## src/rtl/hazard_scoreboard_pkg.sv

```systemverilog
// Shared datapath widths and operand-source types for the hazard scoreboard slice.
package hazard_scoreboard_pkg;

  localparam int unsigned XLEN       = 32;
  localparam int unsigned REG_ADDR_W = 5;

  typedef logic [XLEN-1:0]       xdata_t;
  typedef logic [REG_ADDR_W-1:0] reg_addr_t;

  typedef enum logic [1:0] {
    SRC_RF,
    SRC_PIPE,
    SRC_CMPL
  } fwd_src_e;

endpackage

```

## src/rtl/hazard_scoreboard_fwd_mux.sv

```systemverilog
// One operand read port: priority forwarding select plus RAW hazard flag.
module fwd_mux
  import hazard_scoreboard_pkg::*;
#(
  parameter int unsigned NUM_FWD = 2
) (
  input  logic [REG_ADDR_W-1:0]         rd_addr,
  input  logic [XLEN-1:0]               rd_val_in,
  input  logic [NUM_FWD-1:0]            fwd_wb_en,
  input  logic [NUM_FWD*REG_ADDR_W-1:0] fwd_rd,
  input  logic [NUM_FWD-1:0]            fwd_data_ok,
  input  logic [NUM_FWD*XLEN-1:0]       fwd_data,
  input  logic                          cmpl_valid,
  input  logic [REG_ADDR_W-1:0]         cmpl_rd,
  input  logic [XLEN-1:0]               cmpl_data,
  input  logic [31:0]                   busy_map,
  output logic [XLEN-1:0]               rd_val_out,
  output logic                          hazard
);

  logic      pipe_hit;
  logic      pipe_ok;
  xdata_t    pipe_data;
  reg_addr_t src_rd;
  fwd_src_e  src;

  always_comb begin
    pipe_hit  = 1'b0;
    pipe_ok   = 1'b0;
    pipe_data = '0;
    src_rd    = '0;
    // Ascending scan with a found-guard keeps the youngest (lowest index) match.
    for (int unsigned s = 0; s < NUM_FWD; s++) begin
      src_rd = fwd_rd[s*REG_ADDR_W +: REG_ADDR_W];
      if (!pipe_hit && fwd_wb_en[s] && (src_rd != '0) && (src_rd == rd_addr)) begin
        pipe_hit  = 1'b1;
        pipe_ok   = fwd_data_ok[s];
        pipe_data = fwd_data[s*XLEN +: XLEN];
      end
    end
  end

  always_comb begin
    src = SRC_RF;
    if (rd_addr != '0) begin
      if (pipe_hit) begin
        src = SRC_PIPE;
      end else if (cmpl_valid && (cmpl_rd != '0) && (cmpl_rd == rd_addr)) begin
        src = SRC_CMPL;
      end
    end
  end

  always_comb begin
    rd_val_out = rd_val_in;
    hazard     = 1'b0;
    case (src)
      SRC_PIPE: begin
        rd_val_out = pipe_data;
        hazard     = ~pipe_ok;
      end
      SRC_CMPL: begin
        rd_val_out = cmpl_data;
        hazard     = 1'b0;
      end
      default: begin
        rd_val_out = rd_val_in;
        hazard     = (rd_addr != '0) && busy_map[rd_addr];
      end
    endcase
  end

endmodule

```

## src/rtl/hazard_scoreboard.sv

```systemverilog
// Operand forwarding network and long-latency busy scoreboard with decode stall generation.
module hazard_scoreboard
  import hazard_scoreboard_pkg::*;
#(
  parameter int unsigned NUM_RD   = 2,
  parameter int unsigned NUM_FWD  = 2,
  parameter int unsigned MAX_PEND = 4
) (
  input  logic                            clk,
  input  logic                            rst_n,
  input  logic [NUM_RD*REG_ADDR_W-1:0]    rd_addr,
  input  logic [NUM_RD*XLEN-1:0]          rd_val_in,
  input  logic [NUM_FWD-1:0]              fwd_wb_en,
  input  logic [NUM_FWD*REG_ADDR_W-1:0]   fwd_rd,
  input  logic [NUM_FWD-1:0]              fwd_data_ok,
  input  logic [NUM_FWD*XLEN-1:0]         fwd_data,
  input  logic                            issue_valid,
  input  logic                            issue_long,
  input  logic [REG_ADDR_W-1:0]           issue_rd,
  input  logic                            cmpl_valid,
  input  logic [REG_ADDR_W-1:0]           cmpl_rd,
  input  logic [XLEN-1:0]                 cmpl_data,
  output logic [NUM_RD*XLEN-1:0]          rd_val_out,
  output logic                            stall,
  output logic [31:0]                     busy_map,
  output logic [$clog2(MAX_PEND+1)-1:0]   pend_cnt,
  output logic [31:0]                     stall_cycles
);

  localparam int unsigned PEND_W = $clog2(MAX_PEND + 1);

  logic [NUM_RD-1:0] port_hazard;
  logic              pend_full;
  logic              issue_set;
  logic              cmpl_clr;
  logic [31:0]       busy_nxt;

  for (genvar p = 0; p < NUM_RD; p++) begin : g_port
    fwd_mux #(
      .NUM_FWD (NUM_FWD)
    ) u_fwd_mux (
      .rd_addr     (rd_addr[p*REG_ADDR_W +: REG_ADDR_W]),
      .rd_val_in   (rd_val_in[p*XLEN +: XLEN]),
      .fwd_wb_en   (fwd_wb_en),
      .fwd_rd      (fwd_rd),
      .fwd_data_ok (fwd_data_ok),
      .fwd_data    (fwd_data),
      .cmpl_valid  (cmpl_valid),
      .cmpl_rd     (cmpl_rd),
      .cmpl_data   (cmpl_data),
      .busy_map    (busy_map),
      .rd_val_out  (rd_val_out[p*XLEN +: XLEN]),
      .hazard      (port_hazard[p])
    );
  end

  // A full tracker still accepts a long issue when a completion frees a slot this cycle.
  assign pend_full = (pend_cnt == PEND_W'(MAX_PEND));
  assign stall     = (|port_hazard) | (issue_valid & issue_long & pend_full & ~cmpl_valid);
  assign issue_set = issue_valid & ~stall & issue_long & (issue_rd != '0);
  assign cmpl_clr  = cmpl_valid & (pend_cnt != '0);

  // Set is applied after clear so a same-register retire-and-reissue stays busy.
  always_comb begin
    busy_nxt = busy_map;
    if (cmpl_clr) begin
      busy_nxt[cmpl_rd] = 1'b0;
    end
    if (issue_set) begin
      busy_nxt[issue_rd] = 1'b1;
    end
    busy_nxt[0] = 1'b0;
  end

  always_ff @(posedge clk or negedge rst_n) begin
    if (!rst_n) begin
      busy_map     <= '0;
      pend_cnt     <= '0;
      stall_cycles <= '0;
    end else begin
      busy_map <= busy_nxt;
      case ({issue_set, cmpl_clr})
        2'b10:   pend_cnt <= pend_cnt + PEND_W'(1);
        2'b01:   pend_cnt <= pend_cnt - PEND_W'(1);
        default: pend_cnt <= pend_cnt;
      endcase
      if (stall && (stall_cycles != '1)) begin
        stall_cycles <= stall_cycles + 32'd1;
      end
    end
  end

endmodule

```

## config.mk

```make
export PLATFORM = sky130hd
export DESIGN_NAME = hazard_scoreboard
export DESIGN_NICKNAME = d
export VERILOG_FILES = /design/src/rtl/hazard_scoreboard_pkg.sv /design/src/rtl/hazard_scoreboard_fwd_mux.sv /design/src/rtl/hazard_scoreboard.sv
export SDC_FILE = /design/constraint.sdc
export NUM_CORES = 1
export LEC_CHECK = 0
export CORE_MARGIN = 8
export CORE_UTILIZATION = 30
export CTS_CLUSTER_SIZE = 12
export DETAILED_ROUTE_END_ITERATION = 10
export PLACE_DENSITY = 0.77
export SLEW_MARGIN = 20
export SYNTH_ARGS = -nofsm -noshare
export SYNTH_HDL_FRONTEND = slang
export SYNTH_SLANG_ARGS = --single-unit
```

## constraint.sdc

```tcl
create_clock -name clk -period 6.7 [get_ports clk]
set_input_delay 1.34 -clock clk [delete_from_list [all_inputs] [get_ports clk]]
set_output_delay 1.34 -clock clk [all_outputs]
set_load 0.02 [all_outputs]
```

=== After elaboration in Yosys (flattened, before gate mapping) ===
Index checks and enable logic that the tools add are counted.

* Register bits: 66
* Latch bits: 0
* Bits in writable memories: 0
* ROM bits: 0
* Bits of input ports: 199
* Logic and storage cells: 102
* Memories kept: 0

* Add/sub/neg operators: 3
* Multiply operators: 0
* Div/mod/pow operators: 0
* Magnitude comparators: 6
* Equal/unequal tests: 14
* Shift-type cells: 0
* Multiplexer cells: 33
* Bitwise operators: 15
* Reductions and logical operators: 28

{| class="wikitable"
|+ Operators by type and width
! kind !! count
|-
| $mux W32 || 6
|-
| $pmux W32 S2 || 2
|-
| $add A32 B1 Y32 const B || 1
|-
| $and A32 B32 Y32 || 1
|-
| $ne A32 B32 Y1 const B || 1
|-
| $not A32 Y32 || 1
|-
| $or A32 B32 Y32 || 1
|-
| $eq A5 B5 Y1 || 6
|-
| $reduce_bool A5 Y1 || 6
|-
| $lt A5 B6 Y1 const B || 4
|-
| $logic_and A1 B1 Y1 || 17
|-
| $mux W1 || 12
|-
| $mux W2 || 6
|-
| $bmux W1 S5 || 2
|-
| $demux W1 S5 || 2
|-
| $ge A5 B1 Y1 const B || 2
|-
| $and A1 B1 Y1 || 7
|-
| $eq A2 B1 Y1 const B || 3
|-
| $eq A2 B2 Y1 const B || 3
|-
| $pmux W3 S2 || 1
|-
| $not A1 Y1 || 4
|-
| $pmux W1 S2 || 2
|-
| $add A3 B1 Y3 const B || 1
|-
| $eq A3 B3 Y1 const B || 1
|-
| other kinds (6) || 7
|}

=== Depth between registers and ports, before layout ===
Gate-level depths: netlist (run 1).

* Depth in word-level cells: 21
* Mapped depth: 22
* Mapped depth without buffers: 20

=== Hierarchy ===
From an unflattened synthesis (run 1), not the netlist that was laid out.

* Cells, all modules: 587
* Area total of the unflattened synthesis: 5740.5 µm²

{| class="wikitable"
|+ Modules (own cells, without submodules)
! module !! times used !! cells an instance !! area each (µm²) !! sequential area each (µm²)
|-
| hazard_scoreboard || 1 || 291 || 3153.0 || 1651.6
|-
| fwd_mux || 2 || 148 || 1293.7 || 0.0
|}

=== Least setup slack after synthesis (run 1) ===
Ideal clock, no wire load.

* Path type: input port to output port
* Start: input rd_addr[4]
* End: output stall
* Arrival: 4.435 ns
* Data required time: 5.360 ns
* Path slack: 0.925 ns
* Stages on the path: 14
* Path buffers: 2
* Cell sequence: clkbuf_1 > xnor2_1 > nand4_1 > nor4_1 > nor2_1 > nor4b_1 > ha_1 > clkbuf_1 > clkinv_1 > a31oi_1 > nor4bb_1 > nor3_1 > a21oi_1 > inv_1

* Word-level cells in the longest chain between the ends: 14
* Elaborated cells on any way between the ends: 26
* Classes of those cells: eq/ne: 5; mux: 10; bitwise: 2; reduce/logical: 9

{| class="wikitable"
|+ Ends and longest elaborated chain
! what !! RTL line !! RTL
|-
| from (decl) || hazard_scoreboard.sv:11 || <nowiki>input logic [NUM_RD*REG_ADDR_W-1:0] rd_addr,</nowiki>
|-
| $eq A5 B5 Y1 || hazard_scoreboard_fwd_mux.sv:35 || <nowiki>if (!pipe_hit && fwd_wb_en[s] && (src_rd != '0) && (src_rd == rd_addr)) begin</nowiki>
|-
| $logic_and A1 B1 Y1 || hazard_scoreboard_fwd_mux.sv:35 ||
|-
| $mux W1 || hazard_scoreboard_fwd_mux.sv:35 ||
|-
| $logic_not A1 Y1 || hazard_scoreboard_fwd_mux.sv:35 ||
|-
| $logic_and A1 B1 Y1 (3 in a row) || hazard_scoreboard_fwd_mux.sv:35 ||
|-
| $mux W1 || hazard_scoreboard_fwd_mux.sv:35 ||
|-
| $mux W2 || hazard_scoreboard_fwd_mux.sv:46 || <nowiki>if (pipe_hit) begin</nowiki>
|-
| $mux W2 || hazard_scoreboard_fwd_mux.sv:45 || <nowiki>if (rd_addr != '0) begin</nowiki>
|-
| $eq A2 B2 Y1 or $eq A2 B1 Y1 (tied branches) || hazard_scoreboard_fwd_mux.sv:57 || <nowiki>case (src)</nowiki>
|-
| $pmux W1 S2 (*) || hazard_scoreboard_fwd_mux.sv:57 ||
|-
| $reduce_or A2 Y1 (*) || hazard_scoreboard.sv:59 || <nowiki>assign stall = (|port_hazard) | (issue_valid & issue_long & pend_full & ~cmpl_valid);</nowiki>
|-
| $or A1 B1 Y1 (*) || hazard_scoreboard.sv:59 ||
|-
| to (decl) || hazard_scoreboard.sv:24 || <nowiki>output logic stall,</nowiki>
|}

Mark *: on every way between the ends. The rest lies on a longest branch, timed or not. The select of a mux whose other input is x is not followed.

=== Final worst setup path (run 1) ===
* Start: input fwd_rd[6]
* End: output stall

* Word-level cells in the longest chain between the ends: 10
* Elaborated cells on any way between the ends: 25
* Classes of those cells: eq/ne: 6; mux: 10; bitwise: 3; reduce/logical: 6

{| class="wikitable"
|+ Ends and longest elaborated chain
! what !! RTL line !! RTL
|-
| from (decl) || hazard_scoreboard.sv:14 || <nowiki>input logic [NUM_FWD*REG_ADDR_W-1:0] fwd_rd,</nowiki>
|-
| $reduce_bool A5 Y1 || hazard_scoreboard_fwd_mux.sv:35 ||
|-
| $logic_and A1 B1 Y1 (2 in a row) || hazard_scoreboard_fwd_mux.sv:35 ||
|-
| $mux W1 || hazard_scoreboard_fwd_mux.sv:35 ||
|-
| $mux W2 || hazard_scoreboard_fwd_mux.sv:46 ||
|-
| $mux W2 || hazard_scoreboard_fwd_mux.sv:45 ||
|-
| $eq A2 B2 Y1 or $eq A2 B1 Y1 (tied branches) || hazard_scoreboard_fwd_mux.sv:57 ||
|-
| $pmux W1 S2 || hazard_scoreboard_fwd_mux.sv:57 ||
|-
| $reduce_or A2 Y1 (*) || hazard_scoreboard.sv:59 ||
|-
| $or A1 B1 Y1 (*) || hazard_scoreboard.sv:59 ||
|}

Mark *: on every way between the ends. The rest lies on a longest branch, timed or not.

==> impl_metrics.csv, run 1 <==
group,metric,value,unit
logic_synthesis,ys_ff_latch,66,
detailed_routing,vias,7102,
worst_setup_path,critical_path_class,"in -> out",
timing,period_share,0.950,
worst_setup_path,cp.arrival,5.02,ns
logic_synthesis,yosysSeqAreaShare,0.289,
layout,mostFrequentLayoutCells,"clkdlybuf4s50_1 (328), nand2_1 (87), dfrtp_1 (66)",
timing,finalSetupViolCount,0,
timing,drv_slew,0,
clock_tree,cts_hold_buffers,0,
clock_tree,post-cts-setup-buffer-count,0,
placed_design,io_buffer_count,329,
detailed_routing,drtAntennaViolNets,0,
clock_tree,cts_sinks,66,
timing,hold_violations,0,
die,die_y,154,um
logic_synthesis,synth.cell_area,5710,um2
clock_tree,clk_pin_slew,0.05,ns
clock_tree,htree_levels,3,
worst_setup_path,ff2ff_setup_slack,3.33,ns
timing,clock_skew,0.00352,ns
logic_synthesis,synth.distinct_cells,52,
detailed_routing,drt_iter0_markers,547,
placed_design,place.gp.congestion,0.949,
logic_synthesis,ys.flop_type,"dfrtp_1",
clock_tree,cts_resized,0,
detailed_routing,vias_per_cell,5.88,
timing,worst_pin_slew,0.828,ns
hold_path,hold_depth,1,
placed_design,dp_hpwl,23600,um
logic_synthesis,synthesis.nets,854,
worst_setup_path,cp.required,5.36,ns
worst_setup_path,r2r_cells,12,
timing,setup_tns,0,ns
worst_setup_path,r2r-end,"pend_cnt[2]$_DFFE_PN0P_",
worst_setup_path,regToRegStartpoint,"busy_map[7]$_DFF_PN0_",
die,die_w,154,um
global_routing,grt_pass1_wl,45000,um
worst_setup_path,cp-end-kind,"output pin",
detailed_routing,wl,30100,um
power,p_per_area,192,nW/um2
global_routing,grt-busiest-layer,"met2",
global_routing,grt_antenna_before_repair,5,
worst_setup_path,path_max_fanout,3,
run_status,outcome,"completed",
global_routing,use_met1,0.285,
layout,final_common_cell,"clkdlybuf4s50_1",
worst_setup_path,startpoint_type,"primary input",
clock_tree,tritoncts,"done",
timing,max_freq,157,MHz
timing,rsz0062_at_grt,"no",
hold_path,hp-class,"reg -> reg",
global_routing,grt_max_degree,67,
clock_tree,clkLatencyLatePin,0.33,ns
global_routing,grt.met3_usage,0.0538,
global_routing,grt_pass1_vias,7062,
hold_path,whs_endpoint,"stall_cycles[5]$_DFFE_PN0P_",
logic_synthesis,yosysWarnings,0,
logic_synthesis,async_flop_share,1.00,
die,ios,331,
timing,hold_ws,0.502,ns
logic_synthesis,postSynthAreaPerCell,8.78,um2
detailed_routing,post_drt_wl_per_cell,24.9,um
logic_synthesis,synth-edff-count,0,
timing,max_slew_margin,0.448,
layout,fin_nets,1170,
die,rows,50,
clock_tree,clock_path_buffers,2,
die,die_area,23700,um2
layout,area_delta_synth_final,68.4,%
global_routing,grtUsageTotal,0.243,
clock_tree,root_buffer,"clkbuf_16",
detailed_routing,drc,0,
global_routing,grt-ovfl-total,0,
power,power.leakage,0.00375,uW
power,peakVddDrop,0.221,mV
die,start_util,0.305,
die,core-area,18700,um2
logic_synthesis,synthCells,650,
hold_path,worstHoldStart,"stall_cycles[5]$_DFFE_PN0P_",
layout,drive_above_1_share,0.0824,
global_routing,grt_util_met2,0.423,
detailed_routing,drt_pass1_iterations,5,
timing,period_minus_slack,6.36,ns
flow_run,max-cap-violations,0,
clock_tree,numCtsBuffers,9,
[stage by stage]
step | instance area [um2] | utilization | total power, uW | cells | worst slack, ns
3_5_place_dp | 9290 | 0.497 | 1370 | 1189 | 0.363
3_3_place_gp | 9290 | 0.497 | 1360 | 1189 | 0.450
2_1_floorplan | 5710 | - | 919 | 650 | 0.925
5_1_grt | 9610 | 0.514 | 1930 | 1208 | 0.00806
4_1_cts | 9600 | 0.513 | 1850 | 1205 | 0.355
6_report | 9610 | 0.514 | 1840 | 1208 | 0.336
[sequential cells by signal (all words and copies together), names as in the netlist]
name / cells
busy_map: 31
pend_cnt: 3
stall_cycles: 32
[cells in the mapped netlist (4+ instances only)]
| cell | n | area [um2] |
|---|---|---|
| a221oi_1 | 65 | 569 |
| a2bb2oi_1 | 64 | 561 |
| and2_1 | 4 | 25.0 |
| and4_1 | 4 | 35.0 |
| buf_2 | 4 | 20.0 |
| buf_4 | 7 | 52.6 |
| clkbuf_1 | 41 | 154 |
| dfrtp_1 | 66 | 1650 |
| ha_1 | 4 | 50.1 |
| inv_1 | 12 | 45.0 |
| mux2_2 | 4 | 45.0 |
| mux2i_1 | 8 | 80.1 |
| mux4_2 | 14 | 315 |
| nand2_1 | 87 | 327 |
| nand3_1 | 18 | 90.1 |
| nand3b_1 | 8 | 60.1 |
| nand4_1 | 7 | 43.8 |
| nor2_1 | 20 | 75.1 |
| nor3_1 | 22 | 110 |
| nor4_1 | 13 | 81.3 |
| nor4b_1 | 4 | 35.0 |
| o21ai_0 | 60 | 300 |
| or3b_2 | 4 | 35.0 |
| or4_1 | 5 | 37.5 |
| xnor2_1 | 30 | 263 |
| xor2_1 | 33 | 289 |
[area by class of cell]
cell class	instances	area [um2]
flip-flops and latches	66	1650
repair buffers	359	3530
clock buffers	11	253
clock inverters	5	52.6
well taps	234	293
multi-input cells	516	3770
diodes	3	7.51
inverters	14	52.6
fillers	1706	9100
[worst max path at each step]
stage / start / endpoint / slack [ns] / cells after the start
6_report: fwd_rd[6] / stall / 0.34 / 15
3_5_place_dp: fwd_rd[6] / stall / 0.36 / 15
2_1_floorplan: rd_addr[4] / stall / 0.92 / 14
5_1_grt: fwd_rd[6] / stall / 0.008 / 15
4_1_cts: fwd_rd[6] / rd_val_out[58] / 0.35 / 11
3_3_place_gp: fwd_rd[0] / stall / 0.45 / 15
[report_power, final]
group          internal, uW  leakage [uW]  total [uW]  switching (uW)
clock network           306      0.000151         476             170
registers               461      0.000860         542            81.2
logic                   424       0.00274         825             401
total                  1190       0.00375        1840             653
[per-layer routing]
layer  vias up  wire (um)
met3        54       2540
met2       417      15100
li1       3165          -
met1      3462      11400
met4         4       1060
met5         -         23
[critical path: stages]
cell and delay [ns]:
clkdlybuf4s50_1 0.47, or4_1 0.53, o21ai_0 0.24, nor4_1 0.13
nor2_1 0.14, nor4b_1 0.26, ha_1 0.30, clkinv_1 0.08
a31oi_1 0.07, and4b_1 0.22, a31o_2 0.24, nor3_1 0.23
a21oi_1 0.07, inv_1 0.06, clkdlybuf4s50_1 0.66
[logic make-up (layout without fill, tap and decap cells)]
logic type,after synthesis,after routing,share of synthesized area
buf+inv,68,389,0.0529
xor+xnor,63,63,0.0967
compound gates,211,211,0.281
simple gates,210,210,0.189
other cells,1,4,0.000657
flops,66,66,0.289
mux,26,26,0.0772
fa+ha+maj,5,5,0.0123
No activity file was read; power rests on OpenSTA's default activity.
==> inputs of run 2 (changes only) <==
--- a/config.mk
+++ b/config.mk
@@ -5,11 +5,12 @@
 export SDC_FILE = /design/constraint.sdc
 export NUM_CORES = 1
 export LEC_CHECK = 0
-export CORE_MARGIN = 8
 export CORE_UTILIZATION = 30
+export CTS_CLUSTER_DIAMETER = 100
 export CTS_CLUSTER_SIZE = 12
 export DETAILED_ROUTE_END_ITERATION = 10
 export PLACE_DENSITY = 0.77
+export SKIP_LAST_GASP = 1
 export SLEW_MARGIN = 20
 export SYNTH_ARGS = -nofsm -noshare
 export SYNTH_HDL_FRONTEND = slang
==> run 2 against run 1 <==
Compared with the run above: die area decreased by 17%; register-to-register slack worse by 0.08 ns; cell count about the same; highest routed layer unchanged; sequential cell count stayed put.
==> impl_metrics.csv, run 2 (same netlist as run 1, synthesis figures left out) <==
group,metric,value,unit
layout,mostFrequentLayoutCells,"clkdlybuf4s50_1 (325), nand2_1 (87), dfrtp_1 (66)",
power,power,1870,uW
timing,drv_slew,0,
global_routing,grt_max_degree,67,
detailed_routing,vias,7142,
clock_tree,numCtsBuffers,9,
die,die_area,19600,um2
timing,period_minus_slack,6.41,ns
layout,regMostFlops,"stall_cycles",
worst_setup_path,startpoint_type,"primary input",
timing,setup_tns,0,ns
worst_setup_path,path_max_fanout,32,
clock_tree,post-cts-setup-buffer-count,0,
clock_tree,cts_sinks,66,
timing,clock_skew,0.00736,ns
global_routing,grt-ovfl-total,0,
timing,max_slew_margin,0.449,
flow_run,max-cap-violations,0,
detailed_routing,drt_iter0_markers,613,
power,power_frac_seq,0.290,
die,die_y,140,um
timing,period_share,0.956,
worst_setup_path,cp.arrival,5.07,ns
timing,finalSetupViolCount,0,
die,start_util,0.306,
clock_tree,cts_hold_buffers,0,
die,die_w,140,um
detailed_routing,wl,28700,um
timing,max_freq,156,MHz
timing,hold_violations,0,
power,clockPowerShare,0.268,
global_routing,grt_pass1_vias,6883,
hold_path,hp-class,"reg -> reg",
power,switching_share,0.347,
layout,final_common_cell,"clkdlybuf4s50_1",
worst_setup_path,cp-end-kind,"output pin",
layout,fill_cells,1735,
clock_tree,htree_levels,3,
layout,fin_nets,1171,
power,p_per_area,194,nW/um2
die,core-area,18600,um2
worst_setup_path,cp.required,5.36,ns
timing,rsz0062_at_grt,"no",
detailed_routing,drtAntennaViolNets,0,
worst_setup_path,critical_path_class,"in -> out",
power,power.leakage,0.00377,uW
die,ios,331,
global_routing,grtUsageTotal,0.282,
placed_design,place.gp.congestion,0.954,
power,combPwrFrac,0.442,
power,switchingPower,650,uW
global_routing,grt_antenna_before_repair,2,
layout,largest_reg_flops,32,
detailed_routing,post_drt_wl_per_cell,23.8,um
power,intPower,1220,uW
layout,area_delta_synth_final,69.4,%
clock_tree,clkLatencyLatePin,0.33,ns
timing,worst_pin_slew,0.826,ns
placed_design,io_buffer_count,329,
layout,drive_above_1_share,0.0864,
run_status,outcome,"completed",
die,rows,50,
clock_tree,tritoncts,"done",
detailed_routing,drt_pass1_iterations,5,
layout,reg_top3,"stall_cycles x32, busy_map x31, pend_cnt x3",
detailed_routing,drc,0,
clock_tree,root_buffer,"clkbuf_16",
clock_tree,clk_pin_slew,0.06,ns
power,peakVddDrop,0.205,mV
detailed_routing,vias_per_cell,5.92,
clock_tree,clock_path_buffers,2,
placed_design,dp_hpwl,22100,um
global_routing,grt_pass1_wl,42400,um
[run 2: path summary, 6_finish.rpt]
path | startpoint | endpoint | slack [ns] | cells after the start
setup / recovery | fwd_rd[0] | rd_val_out[21] | 0.29 | 11
hold / removal | stall_cycles[19]$_DFFE_PN0P_ | stall_cycles[19]$_DFFE_PN0P_ | 0.49 | 1
setup reg to reg | busy_map[6]$_DFF_PN0_ | pend_cnt[2]$_DFFE_PN0P_ | 3.25 | 12
hold reg to reg | stall_cycles[19]$_DFFE_PN0P_ | stall_cycles[19]$_DFFE_PN0P_ | 0.49 | 1
max in group asynchronous | rst_n | busy_map[25]$_DFF_PN0_ | 4.96 | 2
min in group asynchronous | rst_n | stall_cycles[8]$_DFFE_PN0P_ | 1.19 | 2
[run 2: critical path, cell delays in order]
cell and delay (ns):
clkdlybuf4s50_1 0.48, or4_1 0.56, nor2_2 0.22, nor4_2 0.10, nor2_1 0.17, nor4b_1 0.27, ha_1 0.33, clkinv_1 0.09
buf_4 0.37, a2bb2oi_1 0.43, clkdlybuf4s50_1 0.70
[run 2: cell type report]
type,count,area (um2),area share
well taps,234,293,0.0303
clock inverters,4,75.1,0.00777
multi-input cells,516,3780,0.391
flip-flops and latches,66,1650,0.171
diodes,1,2.50,0.000259
inverters,14,52.6,0.00544
clock buffers,12,246,0.0255
repair buffers,360,3560,0.369
[run 2: routing by layer]
| metal | global-route usage | vias to the layer above | share of wire |
|---|---|---|---|
| met1 | 0.347 | 3482 | 0.39 |
| met4 | 0.0949 | 2 | 0.032 |
| met5 | 0 | - | 0.00045 |
| met2 | 0.486 | 438 | 0.49 |
| met3 | 0.0643 | 64 | 0.093 |
| li1 | - | 3156 | - |
[run 2: stage by stage]
step	std cells	instance area, um2	hold WS (ns)	utilization	worst slack [ns]
global placement	1190	9330	0.481	0.501	0.210
finish	1207	9670	0.489	0.519	0.292
detailed placement	1190	9330	0.483	0.501	0.181
CTS	1206	9660	0.493	0.518	0.176
global route	1206	9660	0.520	0.518	0.00608
floorplan	650	5710	0.589	-	0.925
[run 2: repair_timing]
item / 4_1_cts / 5_1_grt
endpoints found under the hold margin: 0 / 0
setup endpoints to repair: 0 / 2
resized for setup: 0 / 2
[run 2: power by group through the flow]
stage	registers (uW)	clock network, uW	logic (uW)
floorplan	598	0	320
global placement	546	0	813
detailed placement	546	0	819
CTS	542	507	827
global route	553	523	873
finish	543	503	827
==> inputs of run 3 (changes only) <==
--- a/config.mk
+++ b/config.mk
@@ -10,6 +10,7 @@
 export CTS_CLUSTER_SIZE = 12
 export DETAILED_ROUTE_END_ITERATION = 10
 export PLACE_DENSITY = 0.77
+export SETUP_SLACK_MARGIN = 0.15
 export SKIP_LAST_GASP = 1
 export SLEW_MARGIN = 20
 export SYNTH_ARGS = -nofsm -noshare
==> run 3 against run 2 <==
Compared with the run above: non-clock buffer count stayed put; routed wire length hardly changed; maximum frequency is 0.83% higher; power hardly changed; first-iteration DRC count is 2.3% higher; die area stayed put; worst hold slack hardly changed; clock power hardly changed; clock skew hardly changed; via count is 0.43% lower; critical path depth stayed put; clock-buffer cell count stayed put; critical path type unchanged; largest power group unchanged.
==> impl_metrics.csv, run 3 (same netlist as run 1, synthesis figures left out) <==
group,metric,value,unit
worst_setup_path,cp_top_family,"buffers and inverters",
layout,regMostFlops,"stall_cycles",
die,ios,331,
power,p_per_area,193,nW/um2
hold_path,worstHoldStart,"stall_cycles[5]$_DFFE_PN0P_",
detailed_routing,wl,28700,um
die,die_w,140,um
detailed_routing,post_drt_wl_per_cell,23.8,um
timing,period_minus_slack,6.36,ns
clock_tree,cts_sinks,66,
worst_setup_path,cp-end-kind,"output pin",
clock_tree,clkLatencyLatePin,0.33,ns
timing,hold_violations,0,
timing,max_slew_margin,0.445,
global_routing,grtUsageTotal,0.282,
timing,hold_ws,0.489,ns
worst_setup_path,r2r-end,"pend_cnt[2]$_DFFE_PN0P_",
timing,period_share,0.949,
layout,fin_nets,1171,
hold_path,hp-class,"reg -> reg",
timing,clock_skew,0.00761,ns
die,die_area,19600,um2
worst_setup_path,cp.required,5.36,ns
detailed_routing,drt_pass1_iterations,6,
global_routing,grt-ovfl-total,0,
timing,finalSetupViolCount,0,
placed_design,placed_cells,1190,
placed_design,dp_hpwl,22100,um
worst_setup_path,cpMostUsedCell,"clkdlybuf4s50_1",
timing,worst_pin_slew,0.832,ns
global_routing,grt_pass1_wl,42400,um
clock_tree,htree_levels,3,
worst_setup_path,cpPeakStageDelay,0.70,ns
detailed_routing,vias_per_cell,5.89,
worst_setup_path,path_max_fanout,32,
worst_setup_path,crit_chain,"clkdlybuf4s50_1, or4_1, nor2_2, nor4_2, nor2_1, nor4b_2, ha_1, clkinv_1, buf_4, a2bb2oi_1, clkdlybuf4s50_1",
flow_run,max-cap-violations,0,
layout,drive_above_1_share,0.0874,
worst_setup_path,regToRegStartpoint,"busy_map[6]$_DFF_PN0_",
clock_tree,cts_resized,0,
worst_setup_path,critical_path_class,"in -> out",
detailed_routing,drtAntennaViolNets,0,
power,power.leakage,0.00379,uW
die,rows,50,
die,core-area,18600,um2
hold_path,hold_depth,1,
layout,reg_top3,"stall_cycles x32, busy_map x31, pend_cnt x3",
worst_setup_path,r2r_cells,12,
layout,fin_util,0.519,
layout,area_delta_synth_final,69.6,%
die,start_util,0.306,
timing,rsz0062_at_grt,"no",
layout,instances_no_fill,1207,
global_routing,grt_pass1_vias,6883,
clock_tree,clk_pin_slew,0.05,ns
global_routing,grt_max_degree,67,
layout,mostFrequentLayoutCells,"clkdlybuf4s50_1 (323), nand2_1 (87), dfrtp_1 (66)",
detailed_routing,drt_iter0_markers,627,
timing,setup_tns,0,ns
placed_design,place.gp.congestion,0.954,
worst_setup_path,cp.arrival,5.02,ns
clock_tree,post-cts-setup-buffer-count,0,
detailed_routing,vias,7111,
clock_tree,root_buffer,"clkbuf_16",
layout,final_common_cell,"clkdlybuf4s50_1",
worst_setup_path,ff2ff_setup_slack,3.24,ns
worst_setup_path,worst-path-buf-inv,4,
worst_setup_path,worst-path-stages,11,
timing,drv_slew,0,
clock_tree,cts_hold_buffers,0,
clock_tree,clock_path_buffers,2,
worst_setup_path,crit_slowest_cell,"clkdlybuf4s50_1",
run_status,outcome,"completed",
die,die_y,140,um
clock_tree,tritoncts,"done",
global_routing,grt_antenna_before_repair,2,
placed_design,io_buffer_count,329,
hold_path,whs_endpoint,"stall_cycles[5]$_DFFE_PN0P_",
power,peakVddDrop,0.205,mV
clock_tree,numCtsBuffers,9,
worst_setup_path,startpoint_type,"primary input",
timing,max_freq,157,MHz
detailed_routing,drc,0,
layout,largest_reg_flops,32,
[run 3: worst register-to-register path: cells and delay by family, from the launching register on]
family	cells	cell delay [ns]
compound gates	3	1.07
xor+xnor	2	0.28
fa+ha+maj	2	0.42
buf+inv	1	0.07
flops	1	0.43
mux	2	0.77
simple gates	2	0.28
[run 3: worst max-delay path by stage]
stage                                 to        from  slack (ns)
final                     rd_val_out[21]   fwd_rd[0]        0.34
after global routing      rd_val_out[21]   fwd_rd[5]        0.17
after CTS                 rd_val_out[12]   fwd_rd[0]        0.18
after detailed placement  rd_val_out[12]   fwd_rd[0]        0.18
after global placement    rd_val_out[12]   fwd_rd[0]        0.21
after floorplan                    stall  rd_addr[4]        0.92
[run 3: power by group]
group	switching (uW)	internal, uW	leakage [uW]
Sequential	81.0	461	0.000860
Clock	166	336	0.000149
Combinational	401	426	0.00278
Total	648	1220	0.00379
[run 3: routing by layer]
layer | global-route usage | vias up | share of wire | routed length (um)
met5 | 0 | - | 0.00045 | 13
met4 | 0.0949 | 2 | 0.033 | 950
met3 | 0.0643 | 65 | 0.093 | 2660
met2 | 0.486 | 420 | 0.49 | 14000
met1 | 0.347 | 3469 | 0.39 | 11100
li1 | - | 3155 | - | -
[run 3: through the flow]
| step | total power, uW | setup WS [ns] | area, um2 |
|---|---|---|---|
| after floorplan | 919 | 0.925 | 5710 |
| after global placement | 1360 | 0.210 | 9330 |
| after detailed placement | 1370 | 0.181 | 9330 |
| after CTS | 1880 | 0.176 | 9660 |
| after global routing | 1950 | 0.171 | 9680 |
| final | 1870 | 0.345 | 9680 |
[run 3: layout make-up]
type,count,area (um2)
Sequential cell,66,1650
Clock buffer,12,246
Multi-Input combinational cell,516,3790
Tap cell,234,293
Timing Repair Buffer,360,3570
Antenna cell,1,2.50
Inverter,14,52.6
Fill cell,1733,8960
Clock inverter,4,75.1
